<file path="src/rtl/rv_pipe_ctrl.sv">
// Pipeline stall/flush controller for a 5-stage RISC-V core: boot hold, freeze, redirect, load-use and fetch-wait.
// Optional performance counters are built only when RV_PIPE_CTRL_PERF_EN is defined.
module rv_pipe_ctrl #(
  parameter int BOOT_CYC     = 4,
  parameter int DMEM_TIMEOUT = 255,
  parameter int BW_CNT       = 32
) (
  input  logic              i_pipe_ctrl_clk,
  input  logic              i_pipe_ctrl_rstn,
  input  logic [4:0]        i_pipe_ctrl_id_rs1,
  input  logic [4:0]        i_pipe_ctrl_id_rs2,
  input  logic [4:0]        i_pipe_ctrl_ex_rd,
  input  logic              i_pipe_ctrl_ex_memrd,
  input  logic              i_pipe_ctrl_ex_br_taken,
  input  logic              i_pipe_ctrl_imem_ready,
  input  logic              i_pipe_ctrl_dmem_req,
  input  logic              i_pipe_ctrl_dmem_ready,
  output logic              o_pipe_ctrl_en_if,
  output logic              o_pipe_ctrl_en_id,
  output logic              o_pipe_ctrl_en_ex,
  output logic              o_pipe_ctrl_en_mem,
  output logic              o_pipe_ctrl_en_wb,
  output logic              o_pipe_ctrl_flush_id,
  output logic              o_pipe_ctrl_flush_ex,
  output logic              o_pipe_ctrl_err,
  output logic [BW_CNT-1:0] o_pipe_ctrl_stall_cnt,
  output logic [BW_CNT-1:0] o_pipe_ctrl_flush_cnt
);

  typedef enum logic [1:0] {BOOT, RUN, ERR} state_t;

  localparam logic [7:0] BOOT_LAST    = 8'(BOOT_CYC - 1);
  localparam logic [7:0] TIMEOUT_LAST = 8'(DMEM_TIMEOUT - 1);
  localparam bit         TIMEOUT_ON   = (DMEM_TIMEOUT != 0);

  state_t     state;
  state_t     state_next;
  logic [7:0] boot_cnt;
  logic [7:0] wait_cnt;
  logic       freeze;
  logic       load_use;
  logic       timeout_hit;
  logic [4:0] en_vec;
  logic       flush_id;
  logic       flush_ex;

  assign freeze   = i_pipe_ctrl_dmem_req && !i_pipe_ctrl_dmem_ready;
  assign load_use = i_pipe_ctrl_ex_memrd && (i_pipe_ctrl_ex_rd != 5'd0) &&
                    ((i_pipe_ctrl_ex_rd == i_pipe_ctrl_id_rs1) ||
                     (i_pipe_ctrl_ex_rd == i_pipe_ctrl_id_rs2));
  // The cycle that would make the wait count equal DMEM_TIMEOUT is the last one tolerated.
  assign timeout_hit = TIMEOUT_ON && freeze && (wait_cnt == TIMEOUT_LAST);

  always_ff @(posedge i_pipe_ctrl_clk or negedge i_pipe_ctrl_rstn) begin
    if (!i_pipe_ctrl_rstn) begin
      state    <= BOOT;
      boot_cnt <= 8'd0;
      wait_cnt <= 8'd0;
    end else begin
      state    <= state_next;
      boot_cnt <= (state == BOOT) ? boot_cnt + 8'd1 : 8'd0;
      if ((state == RUN) && freeze)
        wait_cnt <= (&wait_cnt) ? wait_cnt : wait_cnt + 8'd1;
      else
        wait_cnt <= 8'd0;
    end
  end

  // en_vec bit order is {if, id, ex, mem, wb}; BOOT and ERR share the hold-and-bubble pattern.
  always_comb begin
    state_next = state;
    en_vec     = 5'b00000;
    flush_id   = 1'b1;
    flush_ex   = 1'b1;
    case (state)
      BOOT: begin
        if (boot_cnt == BOOT_LAST)
          state_next = RUN;
      end
      RUN: begin
        if (freeze) begin
          en_vec   = 5'b00000;
          flush_id = 1'b0;
          flush_ex = 1'b0;
          if (timeout_hit)
            state_next = ERR;
        end else if (i_pipe_ctrl_ex_br_taken) begin
          en_vec   = 5'b11111;
          flush_id = 1'b1;
          flush_ex = 1'b1;
        end else if (load_use) begin
          en_vec   = 5'b00111;
          flush_id = 1'b0;
          flush_ex = 1'b1;
        end else if (!i_pipe_ctrl_imem_ready) begin
          en_vec   = 5'b01111;
          flush_id = 1'b1;
          flush_ex = 1'b0;
        end else begin
          en_vec   = 5'b11111;
          flush_id = 1'b0;
          flush_ex = 1'b0;
        end
      end
      ERR: begin
        state_next = ERR;
      end
      default: begin
        state_next = BOOT;
      end
    endcase
  end

  assign o_pipe_ctrl_en_if    = en_vec[4];
  assign o_pipe_ctrl_en_id    = en_vec[3];
  assign o_pipe_ctrl_en_ex    = en_vec[2];
  assign o_pipe_ctrl_en_mem   = en_vec[1];
  assign o_pipe_ctrl_en_wb    = en_vec[0];
  assign o_pipe_ctrl_flush_id = flush_id;
  assign o_pipe_ctrl_flush_ex = flush_ex;
  assign o_pipe_ctrl_err      = (state == ERR);

`ifdef RV_PIPE_CTRL_PERF_EN
  logic              stall_evt;
  logic              flush_evt;
  logic [BW_CNT-1:0] stall_cnt;
  logic [BW_CNT-1:0] flush_cnt;

  assign stall_evt = (state == RUN) && !en_vec[4];
  assign flush_evt = (state == RUN) && (flush_id || flush_ex);

  // Both counters stick at all-ones instead of wrapping.
  always_ff @(posedge i_pipe_ctrl_clk or negedge i_pipe_ctrl_rstn) begin
    if (!i_pipe_ctrl_rstn) begin
      stall_cnt <= '0;
      flush_cnt <= '0;
    end else begin
      if (stall_evt && !(&stall_cnt))
        stall_cnt <= stall_cnt + 1'b1;
      if (flush_evt && !(&flush_cnt))
        flush_cnt <= flush_cnt + 1'b1;
    end
  end

  assign o_pipe_ctrl_stall_cnt = stall_cnt;
  assign o_pipe_ctrl_flush_cnt = flush_cnt;
`else
  assign o_pipe_ctrl_stall_cnt = '0;
  assign o_pipe_ctrl_flush_cnt = '0;
`endif

endmodule

</file>
<file path="config.mk">
export PLATFORM = sky130hd
export DESIGN_NAME = rv_pipe_ctrl
export DESIGN_NICKNAME = d
export VERILOG_FILES = /design/src/rtl/rv_pipe_ctrl.sv
export SDC_FILE = /design/constraint.sdc
export NUM_CORES = 1
export LEC_CHECK = 0
export CAP_MARGIN = 0
export CORE_UTILIZATION = 41
export CTS_CLUSTER_DIAMETER = 200
export DETAILED_ROUTE_END_ITERATION = 16
export PLACE_DENSITY_LB_ADDON = 0.3
export SLEW_MARGIN = 20
export SYNTH_ARGS = -nofsm -noshare
export SYNTH_HDL_FRONTEND = slang
export SYNTH_SLANG_ARGS = --single-unit
</file>
<file path="constraint.sdc">
create_clock -name i_pipe_ctrl_clk -period 2.6 [get_ports i_pipe_ctrl_clk]
set_input_delay 0.26 -clock i_pipe_ctrl_clk [delete_from_list [all_inputs] [get_ports i_pipe_ctrl_clk]]
set_output_delay 0.26 -clock i_pipe_ctrl_clk [all_outputs]
set_load 0.01 [all_outputs]
</file>
Word level (Yosys, flattened, before mapping)
Cells that the tools add are included.
Word-level totals
  bits in registers: 18
  logic and storage cells: 47
  bits in writable memories: 0
  bits in latches: 0
  memory bits (read-only): 0
  memories: 0
  input bits: 22
  output and inout bits: 72
Operators by class
  div/mod/pow operators: 0
  mux-type cells: 21
  equal/unequal tests: 10
  $add $sub $neg: 2
  $lt $le $gt $ge: 0
  bitwise gates (word level): 0
  $mul: 0
  shift operators: 0
  reduce and logical (&&, ||, !) cells: 11
Operators by type and width (number)
  2-to-1 mux 5 bit: 5
  2-to-1 mux 8 bit: 3
  adder 8 x 1 -> 8 bit (second input constant): 2
  == test 5 bit: 2
  2-to-1 mux 1 bit: 9
  == test 8 x 2 -> 1 bit (second input constant): 1
  == test 8 bit (second input constant): 1
  AND reduction 8 bit: 1
  2-to-1 mux 2 bit: 3
  != test 2 bit (second input constant): 3
  case mux 2 bit (3 select lines): 1
  logical AND 1 bit: 5
  nonzero test 5 bit: 1
  AND reduction 3 bit: 1
  == test 2 x 1 -> 1 bit (second input constant): 1
  == test 2 bit (second input constant): 1
  zero test 2 bit: 1
  != test 2 x 1 -> 1 bit (second input constant): 1
  zero test 1 bit: 1
  logical OR 1 bit: 1

Logic depth before layout (Yosys ltp)
  word-level depth: 7
  mapped depth: 7
  gate-level depth less buffers: 7

Worst setup path after synthesis
Ideal clock, no wire load.
  path kind: in2out
  start point: input i_pipe_ctrl_ex_rd[1]
  end point: output o_pipe_ctrl_en_if
  arrival: 1.395 ns
  data required time: 2.340 ns
  slack: 0.945 ns
  stages on the path: 4
  buffers on the path: 0
  cell sequence: or4_1 -> o21a_1 -> and2_4 -> a211oi_2
Between the ends
  longest elaborated chain between the ends: 7
  elaborated cells between the ends (all ways): 10
Ends and longest elaborated chain
  start: declaration: RTL line 12  | input logic [4:0] i_pipe_ctrl_ex_rd,
  == test 5 bit (tied with other cells): RTL line 49  | ((i_pipe_ctrl_ex_rd == i_pipe_ctrl_id_rs1) ||
  logical OR 1 bit or logical AND 1 bit (tied branches): RTL line 49, 48
  logical AND 1 bit (*): RTL line 48  | assign load_use = i_pipe_ctrl_ex_memrd && (i_pipe_ctrl_ex_rd != 5'd0) &&
  2-to-1 mux 5 bit (*): RTL line 91  | end else if (load_use) begin
  2-to-1 mux 5 bit (*): RTL line 87  | end else if (i_pipe_ctrl_ex_br_taken) begin
  2-to-1 mux 5 bit (*): RTL line 81  | if (freeze) begin
  2-to-1 mux 5 bit (*): RTL line 75  | case (state)
  end: declaration: RTL line 18  | output logic o_pipe_ctrl_en_if,
Mark *: on every way between the ends. The rest lies on a longest branch, timed or not.

Final worst setup path
  start point: input i_pipe_ctrl_ex_rd[1]
  end point: output o_pipe_ctrl_flush_ex
Between the ends
  longest elaborated chain between the ends: 7
  elaborated cells between the ends (all ways): 10
Ends and longest elaborated chain
  == test 5 bit (tied with other cells): RTL line 49
  logical OR 1 bit or logical AND 1 bit (tied branches): RTL line 49, 48
  logical AND 1 bit (*): RTL line 48
  2-to-1 mux 1 bit (*): RTL line 91
  2-to-1 mux 1 bit (*): RTL line 87
  2-to-1 mux 1 bit (*): RTL line 81
  2-to-1 mux 1 bit (*): RTL line 75
  end: declaration: RTL line 24  | output logic o_pipe_ctrl_flush_ex,
Marked as above.

==> impl_results.md <==
- 1st-iter DRT viols: 31
- Drt drc: 0
- Port Buf Inserts: 29
- # IOs: 94
- Syn_area_per_cell: 8.75 um^2
- Total core area: 3720 um^2
- Vias in the first global route: 954
- Critical R2R Launch: wait_cnt[0]
- Gpl congestion: 0.740
- Post-synth top area share: 0.309
- # diodes: 0
- Initial antenna violation count: 0
- Layout cells sized above 1: 0.0505
- Largest net degree at the start of global routing: 19
- DR WL met3: 221 um
- Fin crit share: 0.926
- Count of cell types in the netlist: 30
- Cell area after synthesis: 1600 um^2
- FF-to-FF path depth: 7
- Via-to-Cell Ratio: 4.06
- R2R Setup Slk: 1.12 ns
- Worst Setup Path Type: primary input to output pin
- Worst rel slew slack: 0.443
- Post-layout util: 0.481
- 1st-pass router iterations: 4
- DR WL met2: 1.11 mm
- Post-route ant nets: 0
- Highest metal used: met4
- Total CTS buffers: 3
- Synth Warn #: 0
- Row count: 22
- Crit path DAT: 2.15 ns
- Pre-CTS WS: -0.00347 ns
- Grt total ovfl: 0
- Tot GR Track Use: 0.127
- Pwr Total: 0.000650 W
- Area leader, netlist: buf_4
- Met1 Wirelength: 1.18 mm
- Buffer count from post-CTS setup fixing: 0
- Crit start category: primary input
- Die H: 64.5 um
- Lkg Pwr: 0.902 nW
- Worst-path fanout max: 3
- Post-synthesis register bit count: 18
- PnR worst setup slack: 0.193 ns
- Main area contributors after synthesis: buf_4 31%, dfrtp_1 28%, xnor2_1 8.8%, ha_1 4.7%, and2_1 2.7%
- CTS tree: done
- Root Driver: clkbuf_8
- Register area share after synthesis: 0.281
- FMAX: 0.415 GHz
- Cell count after synthesis: 183
- Routed wire length: 2.52 mm
- Critical Path RT: 2.34 ns
- Die extent in x: 64.5 um
- DR WL/cell: 9.47 um
- Maximum Capacitance Violations: 0
- CTS sink cnt: 18
- Critical Path Source: i_pipe_ctrl_ex_rd[1]
- Hold Path Class: register to register
- Final Critical Period: 2.41 ns
- Clk_lat worst skew: 0.25 ns
- Clock transition at path regs: 0.07 ns
- Critical Path End Type: output pin
- Peak VDD IR: 0.290 mV
- Initial core utilization: 0.431
- PwrDens: 363 nW/um^2
- Clk buf depth: 2
- Final Setup Violations: 0
- Hpwl dp: 2.00 mm
- Final number of hold-violating endpoints: 0
- H-tree Lvls: 1
- RSZ-0062 raised after global routing: no
- Slew of the pin with the lowest slew margin: 0.832 ns
- First-pass GRT wire length: 4.15 mm
- Nets@finish: 247
- Status: finished, final reports clean
- Syn-to-layout area delta: 11.7%
- DIE AREA: 4160 um^2
- Max Slew Vio Count: 0
- Setup crit end: o_pipe_ctrl_flush_ex
- R2r endpoint: state[1]
- Total number of vias: 1081
- Clk_skew: 0.00200 ns
area by class of cell:
cell class	count	area [um^2]
sequential	18	450
fill	377	1930
tap	48	60.1
timing repair buffer	34	332
multi-input combinational	156	870
inverter	6	22.5
clock buffer	4	55.1
worst max-delay path, stage by stage:
cell             delay [ns]
clkdlybuf4s50_1        0.42
or4_1                  0.54
o21a_1                 0.21
a21oi_1                0.14
o21ai_0                0.09
clkdlybuf4s50_1        0.49
how the worst min path moves through the flow:
stage	cells after the start	slack, ns	start	end
final	1	0.46	boot_cnt[0]	boot_cnt[0]
after global routing	1	0.47	boot_cnt[0]	boot_cnt[0]
after CTS	1	0.46	boot_cnt[0]	boot_cnt[0]
after detailed placement	1	0.45	boot_cnt[0]	boot_cnt[0]
after global placement	1	0.45	boot_cnt[0]	boot_cnt[0]
after floorplan	0	-0.04	i_pipe_ctrl_rstn	boot_cnt[0]
metal layers:
layer | GRT usage | up-vias
li1 | - | 544
met1 | 0.165 | 477
met2 | 0.207 | 58
met3 | 0.0370 | 2
met4 | 0.0278 | 0
met5 | 0 | -
where the power goes:
part	internal [W]	total, W	switching, W	leakage (nW)
logic	0.0000618	0.000141	0.0000794	0.628
registers	0.000281	0.000283	0.00000203	0.245
clock network	0.000134	0.000225	0.0000909	0.0288
total	0.000478	0.000650	0.000172	0.902
cell families (layout without fill, tap and decap cells):
family                     after synthesis  count (layout)  share of synthesized area
DFF                                     18              18                      0.281
adders and majority gates                6               6                     0.0469
buffers and inverters                   72              44                      0.323
xor gates and xnor gates                18              18                     0.0984
AOI/OAI and AO/OA                       22              22                     0.0875
and+or+nand+nor                         46              46                      0.160
other                                    1              64                    0.00234
through the flow:
stage / instances / setup TNS, ns / instance area [um^2] / hold slack (ns)
2_1_floorplan: 246 / 0 / 1840 / -0.0356
3_3_place_gp: 262 / -0.00161 / 1730 / 0.446
3_5_place_dp: 262 / -0.00347 / 1730 / 0.449
4_1_cts: 266 / 0 / 1780 / 0.459
5_1_grt: 266 / 0 / 1790 / 0.475
6_report: 266 / 0 / 1790 / 0.456
cell usage after synthesis, drive strengths merged:
master,count
o31a,1
xnor2,16
a311oi,1
o21ai,5
nand3,8
a211oi,3
nor4b,1
inv,6
a21oi,6
o21a,2
ha,6
and4,2
buf,66
nor2,6
xor2,2
and3,5
nor3b,1
nor3,2
o22ai,1
nand3b,1
conb,1
and2,8
dfrtp,18
nand2b,1
nor2b,3
a31oi,3
nand2,7
or4,1
registers in the layout, indices dropped and copies added, names as in the netlist:
| register | flops |
|---|---|
| state | 2 |
| wait_cnt | 8 |
| boot_cnt | 8 |
cell usage in the layout (no fill, tap or decap), types with 2 or more instances in the layout:
cell type,count
xor2_1,2
a31oi_1,3
dfrtp_1,18
ha_1,6
nand3_1,8
a211oi_1,2
xnor2_1,16
nor2b_1,3
clkbuf_8,4
and2_1,7
a21oi_1,6
dlymetal6s2s_1,2
and3_1,5
nand2_1,7
nor3_1,2
o21a_1,2
conb_1,64
and4_1,2
inv_1,6
nor2_1,6
o21ai_0,5
clkdlybuf4s50_1,26
buf_4,5
what timing repair did:
| action | CTS | global route |
|---|---|---|
| setup endpoints to repair | 1 | 2 |
| hold buffers | 0 | 0 |
| gates resized for setup | 1 | 2 |
Power figures use the tool's default switching activity.
